File: src/rtl/simon_pkg.sv
// Shared types, constants and helpers for the Simon128/256 engine.
package simon_pkg;

    localparam int WORD_WIDTH     = 64;
    localparam int ROUNDS_128_256 = 72;

    localparam logic [WORD_WIDTH-1:0] C = 64'hFFFF_FFFF_FFFF_FFFC;

    typedef enum logic [1:0] {
        IDLE = 2'd0,
        RUN  = 2'd1,
        DONE = 2'd2
    } state_t;

    function automatic logic [61:0] rev62(input logic [61:0] v);
        logic [61:0] r;
        for (int i = 0; i < 62; i++) begin
            r[i] = v[61-i];
        end
        return r;
    endfunction

    // The literal is written in sequence order; reversing it puts sequence position i at bit i.
    localparam logic [61:0] Z4 =
        rev62(62'b11010001111001101011011000100000010111000011001010010011101111);

    function automatic logic [WORD_WIDTH-1:0] rotl(input logic [WORD_WIDTH-1:0] v, input int n);
        return (v << n) | (v >> (WORD_WIDTH - n));
    endfunction

    function automatic logic [WORD_WIDTH-1:0] rotr(input logic [WORD_WIDTH-1:0] v, input int n);
        return (v >> n) | (v << (WORD_WIDTH - n));
    endfunction

    // Round indices never exceed 72, so a single conditional subtract gives idx mod 62.
    function automatic logic z4_at(input logic [6:0] idx);
        logic [5:0] m;
        m = (idx >= 7'd62) ? 6'(idx - 7'd62) : idx[5:0];
        return Z4[m];
    endfunction

endpackage

File: src/rtl/simon_round.sv
// One Simon128/256 round plus one on-the-fly key-schedule step; purely combinational.
module simon_round
    import simon_pkg::*;
(
    input  logic [WORD_WIDTH-1:0] x_i,
    input  logic [WORD_WIDTH-1:0] y_i,
    input  logic [WORD_WIDTH-1:0] k0_i,
    input  logic [WORD_WIDTH-1:0] k1_i,
    input  logic [WORD_WIDTH-1:0] k2_i,
    input  logic [WORD_WIDTH-1:0] k3_i,
    input  logic                  z_i,
    output logic [WORD_WIDTH-1:0] x_o,
    output logic [WORD_WIDTH-1:0] y_o,
    output logic [WORD_WIDTH-1:0] k0_o,
    output logic [WORD_WIDTH-1:0] k1_o,
    output logic [WORD_WIDTH-1:0] k2_o,
    output logic [WORD_WIDTH-1:0] k3_o
);

    logic [WORD_WIDTH-1:0] f;
    logic [WORD_WIDTH-1:0] t;

    always_comb begin
        f = (rotl(x_i, 1) & rotl(x_i, 8)) ^ rotl(x_i, 2);
        t = rotr(k3_i, 3) ^ k1_i;
    end

    assign x_o  = y_i ^ f ^ k0_i;
    assign y_o  = x_i;
    assign k0_o = k1_i;
    assign k1_o = k2_i;
    assign k2_o = k3_i;
    assign k3_o = C ^ {{(WORD_WIDTH-1){1'b0}}, z_i} ^ k0_i ^ t ^ rotr(t, 1);

endmodule

File: src/rtl/simon_core.sv
// Iterative Simon128/256 encryptor; one round per cycle, or two with SIMON_CORE_UNROLL2_EN.
// Latency: done rises 72 (36 unrolled) edges after the capture edge.
// No backpressure: a start rising edge while busy is ignored, nothing is queued.
module simon_core
    import simon_pkg::*;
#(
    parameter int REG_WIDTH = 32,
    parameter int ROUNDS    = ROUNDS_128_256
) (
    input  logic                 aclk,
    input  logic                 arst_n,
    input  logic [REG_WIDTH-1:0] inp_data_0,
    input  logic [REG_WIDTH-1:0] inp_data_1,
    input  logic [REG_WIDTH-1:0] inp_data_2,
    input  logic [REG_WIDTH-1:0] inp_data_3,
    input  logic [REG_WIDTH-1:0] inp_key_0,
    input  logic [REG_WIDTH-1:0] inp_key_1,
    input  logic [REG_WIDTH-1:0] inp_key_2,
    input  logic [REG_WIDTH-1:0] inp_key_3,
    input  logic [REG_WIDTH-1:0] inp_key_4,
    input  logic [REG_WIDTH-1:0] inp_key_5,
    input  logic [REG_WIDTH-1:0] inp_key_6,
    input  logic [REG_WIDTH-1:0] inp_key_7,
    input  logic                 start,
    output logic                 done,
    output logic                 busy,
    output logic [REG_WIDTH-1:0] out_data_0,
    output logic [REG_WIDTH-1:0] out_data_1,
    output logic [REG_WIDTH-1:0] out_data_2,
    output logic [REG_WIDTH-1:0] out_data_3
);

`ifdef SIMON_CORE_UNROLL2_EN
    localparam int STEP = 2;
`else
    localparam int STEP = 1;
`endif
    localparam logic [6:0] LAST = 7'(ROUNDS - STEP);

    state_t                state_q, state_d;
    logic                  start_q;
    logic                  start_rise;
    logic [6:0]            cnt_q, cnt_d;
    logic [WORD_WIDTH-1:0] x_q, x_d, y_q, y_d;
    logic [WORD_WIDTH-1:0] k0_q, k0_d, k1_q, k1_d, k2_q, k2_d, k3_q, k3_d;
    logic [WORD_WIDTH-1:0] out_x_q, out_x_d, out_y_q, out_y_d;

    logic [WORD_WIDTH-1:0] r0_x, r0_y, r0_k0, r0_k1, r0_k2, r0_k3;
    logic [WORD_WIDTH-1:0] rn_x, rn_y, rn_k0, rn_k1, rn_k2, rn_k3;

    assign start_rise = start & ~start_q;

    simon_round u_round0 (
        .x_i  (x_q),   .y_i  (y_q),
        .k0_i (k0_q),  .k1_i (k1_q),  .k2_i (k2_q),  .k3_i (k3_q),
        .z_i  (z4_at(cnt_q)),
        .x_o  (r0_x),  .y_o  (r0_y),
        .k0_o (r0_k0), .k1_o (r0_k1), .k2_o (r0_k2), .k3_o (r0_k3)
    );

`ifdef SIMON_CORE_UNROLL2_EN
    simon_round u_round1 (
        .x_i  (r0_x),  .y_i  (r0_y),
        .k0_i (r0_k0), .k1_i (r0_k1), .k2_i (r0_k2), .k3_i (r0_k3),
        .z_i  (z4_at(cnt_q + 7'd1)),
        .x_o  (rn_x),  .y_o  (rn_y),
        .k0_o (rn_k0), .k1_o (rn_k1), .k2_o (rn_k2), .k3_o (rn_k3)
    );
`else
    assign rn_x  = r0_x;
    assign rn_y  = r0_y;
    assign rn_k0 = r0_k0;
    assign rn_k1 = r0_k1;
    assign rn_k2 = r0_k2;
    assign rn_k3 = r0_k3;
`endif

    always_comb begin
        state_d = state_q;
        cnt_d   = cnt_q;
        x_d     = x_q;
        y_d     = y_q;
        k0_d    = k0_q;
        k1_d    = k1_q;
        k2_d    = k2_q;
        k3_d    = k3_q;
        out_x_d = out_x_q;
        out_y_d = out_y_q;
        case (state_q)
            IDLE, DONE: begin
                if (start_rise) begin
                    x_d     = {inp_data_3, inp_data_2};
                    y_d     = {inp_data_1, inp_data_0};
                    k0_d    = {inp_key_1, inp_key_0};
                    k1_d    = {inp_key_3, inp_key_2};
                    k2_d    = {inp_key_5, inp_key_4};
                    k3_d    = {inp_key_7, inp_key_6};
                    cnt_d   = 7'd0;
                    state_d = RUN;
                end
            end
            RUN: begin
                x_d   = rn_x;
                y_d   = rn_y;
                k0_d  = rn_k0;
                k1_d  = rn_k1;
                k2_d  = rn_k2;
                k3_d  = rn_k3;
                cnt_d = cnt_q + 7'(STEP);
                if (cnt_q == LAST) begin
                    out_x_d = rn_x;
                    out_y_d = rn_y;
                    state_d = DONE;
                end
            end
            default: state_d = IDLE;
        endcase
    end

    always_ff @(posedge aclk) begin
        if (!arst_n) begin
            state_q <= IDLE;
            start_q <= 1'b0;
            cnt_q   <= '0;
            x_q     <= '0;
            y_q     <= '0;
            k0_q    <= '0;
            k1_q    <= '0;
            k2_q    <= '0;
            k3_q    <= '0;
            out_x_q <= '0;
            out_y_q <= '0;
        end else begin
            state_q <= state_d;
            start_q <= start;
            cnt_q   <= cnt_d;
            x_q     <= x_d;
            y_q     <= y_d;
            k0_q    <= k0_d;
            k1_q    <= k1_d;
            k2_q    <= k2_d;
            k3_q    <= k3_d;
            out_x_q <= out_x_d;
            out_y_q <= out_y_d;
        end
    end

    assign done       = (state_q == DONE);
    assign busy       = (state_q == RUN);
    assign out_data_3 = out_x_q[63:32];
    assign out_data_2 = out_x_q[31:0];
    assign out_data_1 = out_y_q[63:32];
    assign out_data_0 = out_y_q[31:0];

endmodule

File: config.mk
export PLATFORM = sky130hd
export DESIGN_NAME = simon_core
export DESIGN_NICKNAME = d
export VERILOG_FILES = /design/src/rtl/simon_pkg.sv /design/src/rtl/simon_round.sv /design/src/rtl/simon_core.sv
export SDC_FILE = /design/constraint.sdc
export NUM_CORES = 1
export LEC_CHECK = 0
export CORE_MARGIN = 5
export CORE_UTILIZATION = 60
export CTS_CLUSTER_DIAMETER = 150
export DETAILED_ROUTE_END_ITERATION = 10
export DONT_BUFFER_PORTS = 1
export PLACE_DENSITY = 0.85
export REMOVE_ABC_BUFFERS = 1
export SYNTH_ARGS = -nofsm -noshare
export SYNTH_HDL_FRONTEND = slang
export SYNTH_HIERARCHICAL = 1
export SYNTH_SLANG_ARGS = --single-unit
File: constraint.sdc
create_clock -name aclk -period 10 [get_ports aclk]
set_clock_uncertainty 0.2 [all_clocks]
set_input_delay 1.5 -clock aclk [delete_from_list [all_inputs] [get_ports aclk]]
set_output_delay 1.5 -clock aclk [all_outputs]
set_load 0.1 [all_outputs]
* Word level (Yosys, flattened, before mapping) *
Memory sizes are Yosys's and may differ from the RTL's.
Index checks and enable logic that the tools add are counted.
Widths: inputs -> output; s select.

operators by class
  add/sub/neg operators = 2
  multiply operators = 0
  div/mod/pow operators = 0
  magnitude comparators = 2
  equal/unequal tests = 5
  shift operators = 0
  multiplexer cells = 19
  bitwise logic cells = 15
  reduce and logical (&&, ||, !) cells = 6

operator list
  operator             number
  $pmux 64 s2          6
  $xor 64x64->64       7
  $mux 64              6
  $and 64x64->64       1
  $or 61x64->64        1
  $or 63x64->64        1
  $or 64x1->64         1
  $or 64x2->64         1
  $or 64x8->64         1
  $pmux 7 s2           1
  $add 7x1->7 const B  1
  $eq 7x7->1 const B   1
  $ge 7x6->1 const B   1
  $lt 6x7->1 const B   1
  $mux 7               1
  $mux 6               1
  $reduce_and 2->1     3
  $sub 6x6->6 const B  1
  $mux 2               2
  $pmux 2 s2           1
  $eq 2x1->1 const B   1
  $eq 2x2->1 const B   1
  $logic_not 2->1      1
  $ne 2x1->1 const B   1
  6 further kinds      6

storage, ports and cells
  flip-flop bits (word level) = 522
  bits in latches = 0
  RAM bits = 0
  bits in read-only memories = 64
  bits of input ports = 387
  output and inout port bits = 130
  word-level logic and storage cells = 61
  memories kept = 1

memories
  name             words  width  read ports  clocked after memory_dff  wr ports  RTL line         source
  (no name shown)  64     1      1           0                         0         simon_pkg.sv:39  return Z4[m];

* Longest topological paths before layout *
  depth in word-level cells = 8
  mapped depth = 14
  gate-level depth less buffers = 14

* Modules after synthesis *
Netlist, hierarchy kept.

modules (own cells, without submodules)
  module       instances  cells each  area each (µm²)  sequential area each (µm²)
  simon_core   1          2680        22265.1          10450.0
  simon_round  1          578         6192.2           0.0

* Worst setup path after synthesis *
OpenSTA, ideal clock, no wires.

  kind = reg-to-reg
  start = register cnt_q[0]
  end = register k3_q[0]
  library setup time = 0.116 ns
  arrival = 3.141 ns
  required time = 9.684 ns
  slack = 6.543 ns
  cell stages (with the launch flop) = 15
  buffers on the path = 0
  clock period less this slack = 3.457 ns
  path through = dfxtp_1 -> inv_1 -> ha_1 -> a21o_1 -> a41oi_4 -> xnor2_1 -> ha_1 -> inv_1 -> a211o_1 -> a211o_1 -> nand4_1 -> and4_1 -> xnor2_1 -> xnor3_1 -> o211a_1

between the ends
  longest elaborated chain between the ends = 8
  elaborated cells on any way between the ends = 9
  classes of those cells = add/sub: 1; order compare: 1; mux: 3; bitwise: 3; memory: 1

ends and longest elaborated chain
  element                                           RTL line           source
  start: declaration                                simon_core.sv:43   logic [6:0] cnt_q, cnt_d;
  start signal: assignment                          simon_core.sv:136  cnt_q <= cnt_d;
  $sub 6x6->6 / $ge 7x6->1 (equally long branches)  simon_pkg.sv:38    m = (idx >= 7'd62) ? 6'(idx - 7'd62) : idx[5:0];
  $mux 6 *                                          simon_pkg.sv:38
  $mem_v2 64x1 *                                    -
  $mux 1 (not written as such) *                    simon_pkg.sv:39
  $xor 64x64->64 * (3 in a row)                     simon_round.sv:33  assign k3_o = C ^ {{(WORD_WIDTH-1){1'b0}}, z_i} ^ k0_i ^ t ^ rotr(t, 1);
  net r0_k3[0]                                      simon_core.sv:48   logic [WORD_WIDTH-1:0] r0_x, r0_y, r0_k0, r0_k1, r0_k2, r0_k3;
  $pmux 64 s2 *                                     simon_core.sv:89   case (state_q)
  end signal: assignment                            simon_core.sv:142  k3_q <= k3_d;
  end: declaration                                  simon_core.sv:45   logic [WORD_WIDTH-1:0] k0_q, k0_d, k1_q, k1_d, k2_q, k2_d, k3_q, k3_d;

The timed path passes the listed nets; every way through them passes the cells marked *. The select of a mux whose other input is x is not followed.
A chain may end at the register's enable or synchronous reset.

* Final worst setup path *
  start = register state_q[0]
  end = output port busy

between the ends
  longest elaborated chain between the ends = 1

ends and longest elaborated chain
  element                   RTL line           source
  start: declaration        simon_core.sv:40   state_t state_q, state_d;
  start signal: assignment  simon_core.sv:134  state_q <= state_d;
  $eq 2x1->1                simon_core.sv:149  assign busy = (state_q == RUN);
  end: declaration          simon_core.sv:26   output logic busy,

Every way passes these cells.

==> flow_summary.toml <==
[route]
wire_per_inst_microns = 22.5
wl_microns = 78200
vias = 21927
drc = 0
initialDrtViolationCount = 2581
avgViaCountPerCell = 6.32
detail-route-antenna-nets = 0
firstDrtPassIters = 7

[min_path]
hold_class = "flop to flop"
min_to = "y_q[57]$_SDFFE_PN0P_"
hp-start = "y_q[57]$_SDFFE_PN0P_"
hold_depth = 2

[timing]
fin_crit_sh = 0.433
slew_violations = 163
hold_violations = 0
finalSetupViolCount = 0
holdWs_ns = 0.282
fmax_mhz = 231
grt_setup_unrepaired = "false"
slew_headroom = -0.111
period_minus_slack_ns = 4.33
worst_pin_slew_ns = 1.67

[logic_synthesis]
avgSynthCellArea_sq_um = 8.73
muxShareOfSynthArea = 0.00106
dominantRegCellSynth = "dfxtp_1"
yosysMostFrequentCell = "nand2_1"
synthTopCellsByArea = "dfxtp_1, nand2_1, xnor3_1"
syn_inst = 3258
synth-xor-area-share = 0.142
yosysTopAreaCellShare = 0.367
synth-edff-count = 0
yosys_register_bits = 522
ys_seq_area_frac = 0.367
yosys.area.top_type = "dfxtp_1"
synth-compound-area-share = 0.180
synth_area_sq_um = 28500
synth_common_cells = "nand2_1, dfxtp_1, nand3_1, buf_4, o211a_1"
async_reset_ff_frac = 0
synth_top_family_by_area = "simple AND/OR/NAND/NOR gates"
synth_simple_gate_area_frac = 0.198
yosysWarnings = 6
yosys.area_share.adder = 0.00264
synth_cell_types = 54

[die]
rows = 79
fp.dieH_microns = 228
coreArea_sq_um = 46800
start_util = 0.609
die_w_microns = 228
ios = 517
die_area_sq_um = 51900

[clocking]
clk_path_buf_depth = 3
cts_sinks = 522
htree_num_levels = 2
hold_buffers = 0
clk_pin_slew_ns = 0.06
cts_root_buf = "clkbuf_16"
cts_resized = 0
cts_buffers = 53
cts_tree = "built"
clk_latency_ns = 0.59
cts_setup_buffers = 0

[worst_setup_path]
crit_arrival_ns = 2.63
crit_path_end_kind = "output port"
worstSetupPathType = "flop to output port"
r2r_cells = 13
startpoint_type = "flop"
r2r_end = "k3_q[0]$_SDFFE_PN0P_"
r2r-start = "cnt_q[1]$_SDFFE_PN0P_"
cp_max_fo = 50
cp.required_ns = 8.30
rrSetupSlack_ns = 6.11

[grt]
grt_antenna_before_repair = 2
grtUsageTotal = 0.281
grt.overflow.total = 0
grt_pass1_vias = 20845
grt_max_degree = 523
grt_pass1_wl_microns = 119000

[finish]
post_route_cells_drive_above_1_share = 0.0433
fin_util = 0.604
area_growth_pct = -0.717
fin_area_sq_um = 28300
final_cells = 3472
nets = 3213

[job]
cap_violations = 0

[pwr]
power_density_nw_per_um2 = 206
worst_ir_drop_vdd_v = 0.000146
p_leak_nw = 14.3

[place]
place_area_sq_um = 26300
dp_hpwl_microns = 53200
portBuffers = 0
placedCellCount = 3372
place.gp.congestion = 0.960

[status]
status = "finished, violations left"
violations = "slew limit"
-- logic make-up after synthesis --
group                    count (synthesis)
flip-flops                             522
adder cells (fa/ha/maj)                  6
XOR/XNOR                               259
buffers and inverters                  515
multiplexers                             3
AO/OA/AOI/OAI                          578
AND/OR/NAND/NOR                       1375
-- final cells by class --
type                            instances  area [sq um]
Inverter                                7          26.3
Fill cell                            3761         18500
Antenna cell                            2          5.00
Multi-Input combinational cell       2221         14900
Clock buffer                           69          1520
Timing Repair Buffer                   15           150
Clock inverter                         29           422
Sequential cell                       522         10500
Tap cell                              607           759
-- flip-flops by register name (all words and copies together) (netlist names) --
register	count
cnt_q	7
k0_q	64
k1_q	64
k2_q	64
k3_q	64
out_x_q	64
out_y_q	64
start_q	1
state_q	2
x_q	64
y_q	64
-- critical path, cell delays in order, from the launching register on --
cell,delay (ns)
dfxtp_1,0.52
nand2b_4,0.39
inv_2,0.53
buf_4,0.56
-- how the worst max path moves through the flow --
stage | cells after the start | startpoint | to
floorplan | 4 | state_q[1]$_SDFFE_PN0P_ | state_q[1]$_SDFFE_PN0P_
global placement | 6 | start | x_q[39]$_SDFFE_PN0P_
detailed placement | 6 | start | k3_q[49]$_SDFFE_PN0P_
CTS | 3 | state_q[0]$_SDFFE_PN0P_ | busy
global route | 3 | state_q[0]$_SDFFE_PN0P_ | busy
finish | 3 | state_q[0]$_SDFFE_PN0P_ | busy
-- layer usage --
metal  global-route usage  vias to the layer above  wire length, microns
met3               0.0788                      255                  8300
met5                    0                        -                     0
li1                     -                    10006                     -
met2                0.456                     1182                 36300
met1                0.350                    10484                 29300
met4                0.128                        0                  4350
-- power breakdown --
group,internal [mW],switching [mW],total (mW)
Combinational,0.595,0.545,1.14
Sequential,2.26,0.227,2.49
Clock,1.33,0.859,2.19
Total,4.18,1.63,5.81
-- metrics by stage --
step                      power [mW]  worst slack (ns)  TNS (ns)
final                           5.81              5.67         0
after global routing            6.03              5.57         0
after CTS                       5.82              5.67         0
after detailed placement        3.63              6.09         0
after global placement          3.58              6.17         0
after floorplan                 3.48            -12.57  -3245.72
-- cell usage in the layout, fill, tap and decap left out, types with 5 or more instances in the layout --
cell / netlist / routed
nor2b_1: 6 / 5
o21ai_0: 8 / 8
a21boi_1: 101 / 101
dfxtp_1: 522 / 522
ha_1: 6 / 6
clkbuf_16: 0 / 53
xnor3_1: 127 / 127
xor2_1: 126 / 126
buf_4: 261 / 12
inv_1: 6 / 6
a21boi_0: 58 / 58
o221ai_1: 98 / 98
o211a_1: 257 / 257
nand3_1: 262 / 262
nor2_1: 206 / 204
bufinv_16: 0 / 10
nand2_1: 872 / 870
clkinv_2: 0 / 11
clkbuf_8: 0 / 13
a22oi_1: 30 / 30
(Power assumes the default switching activity.)
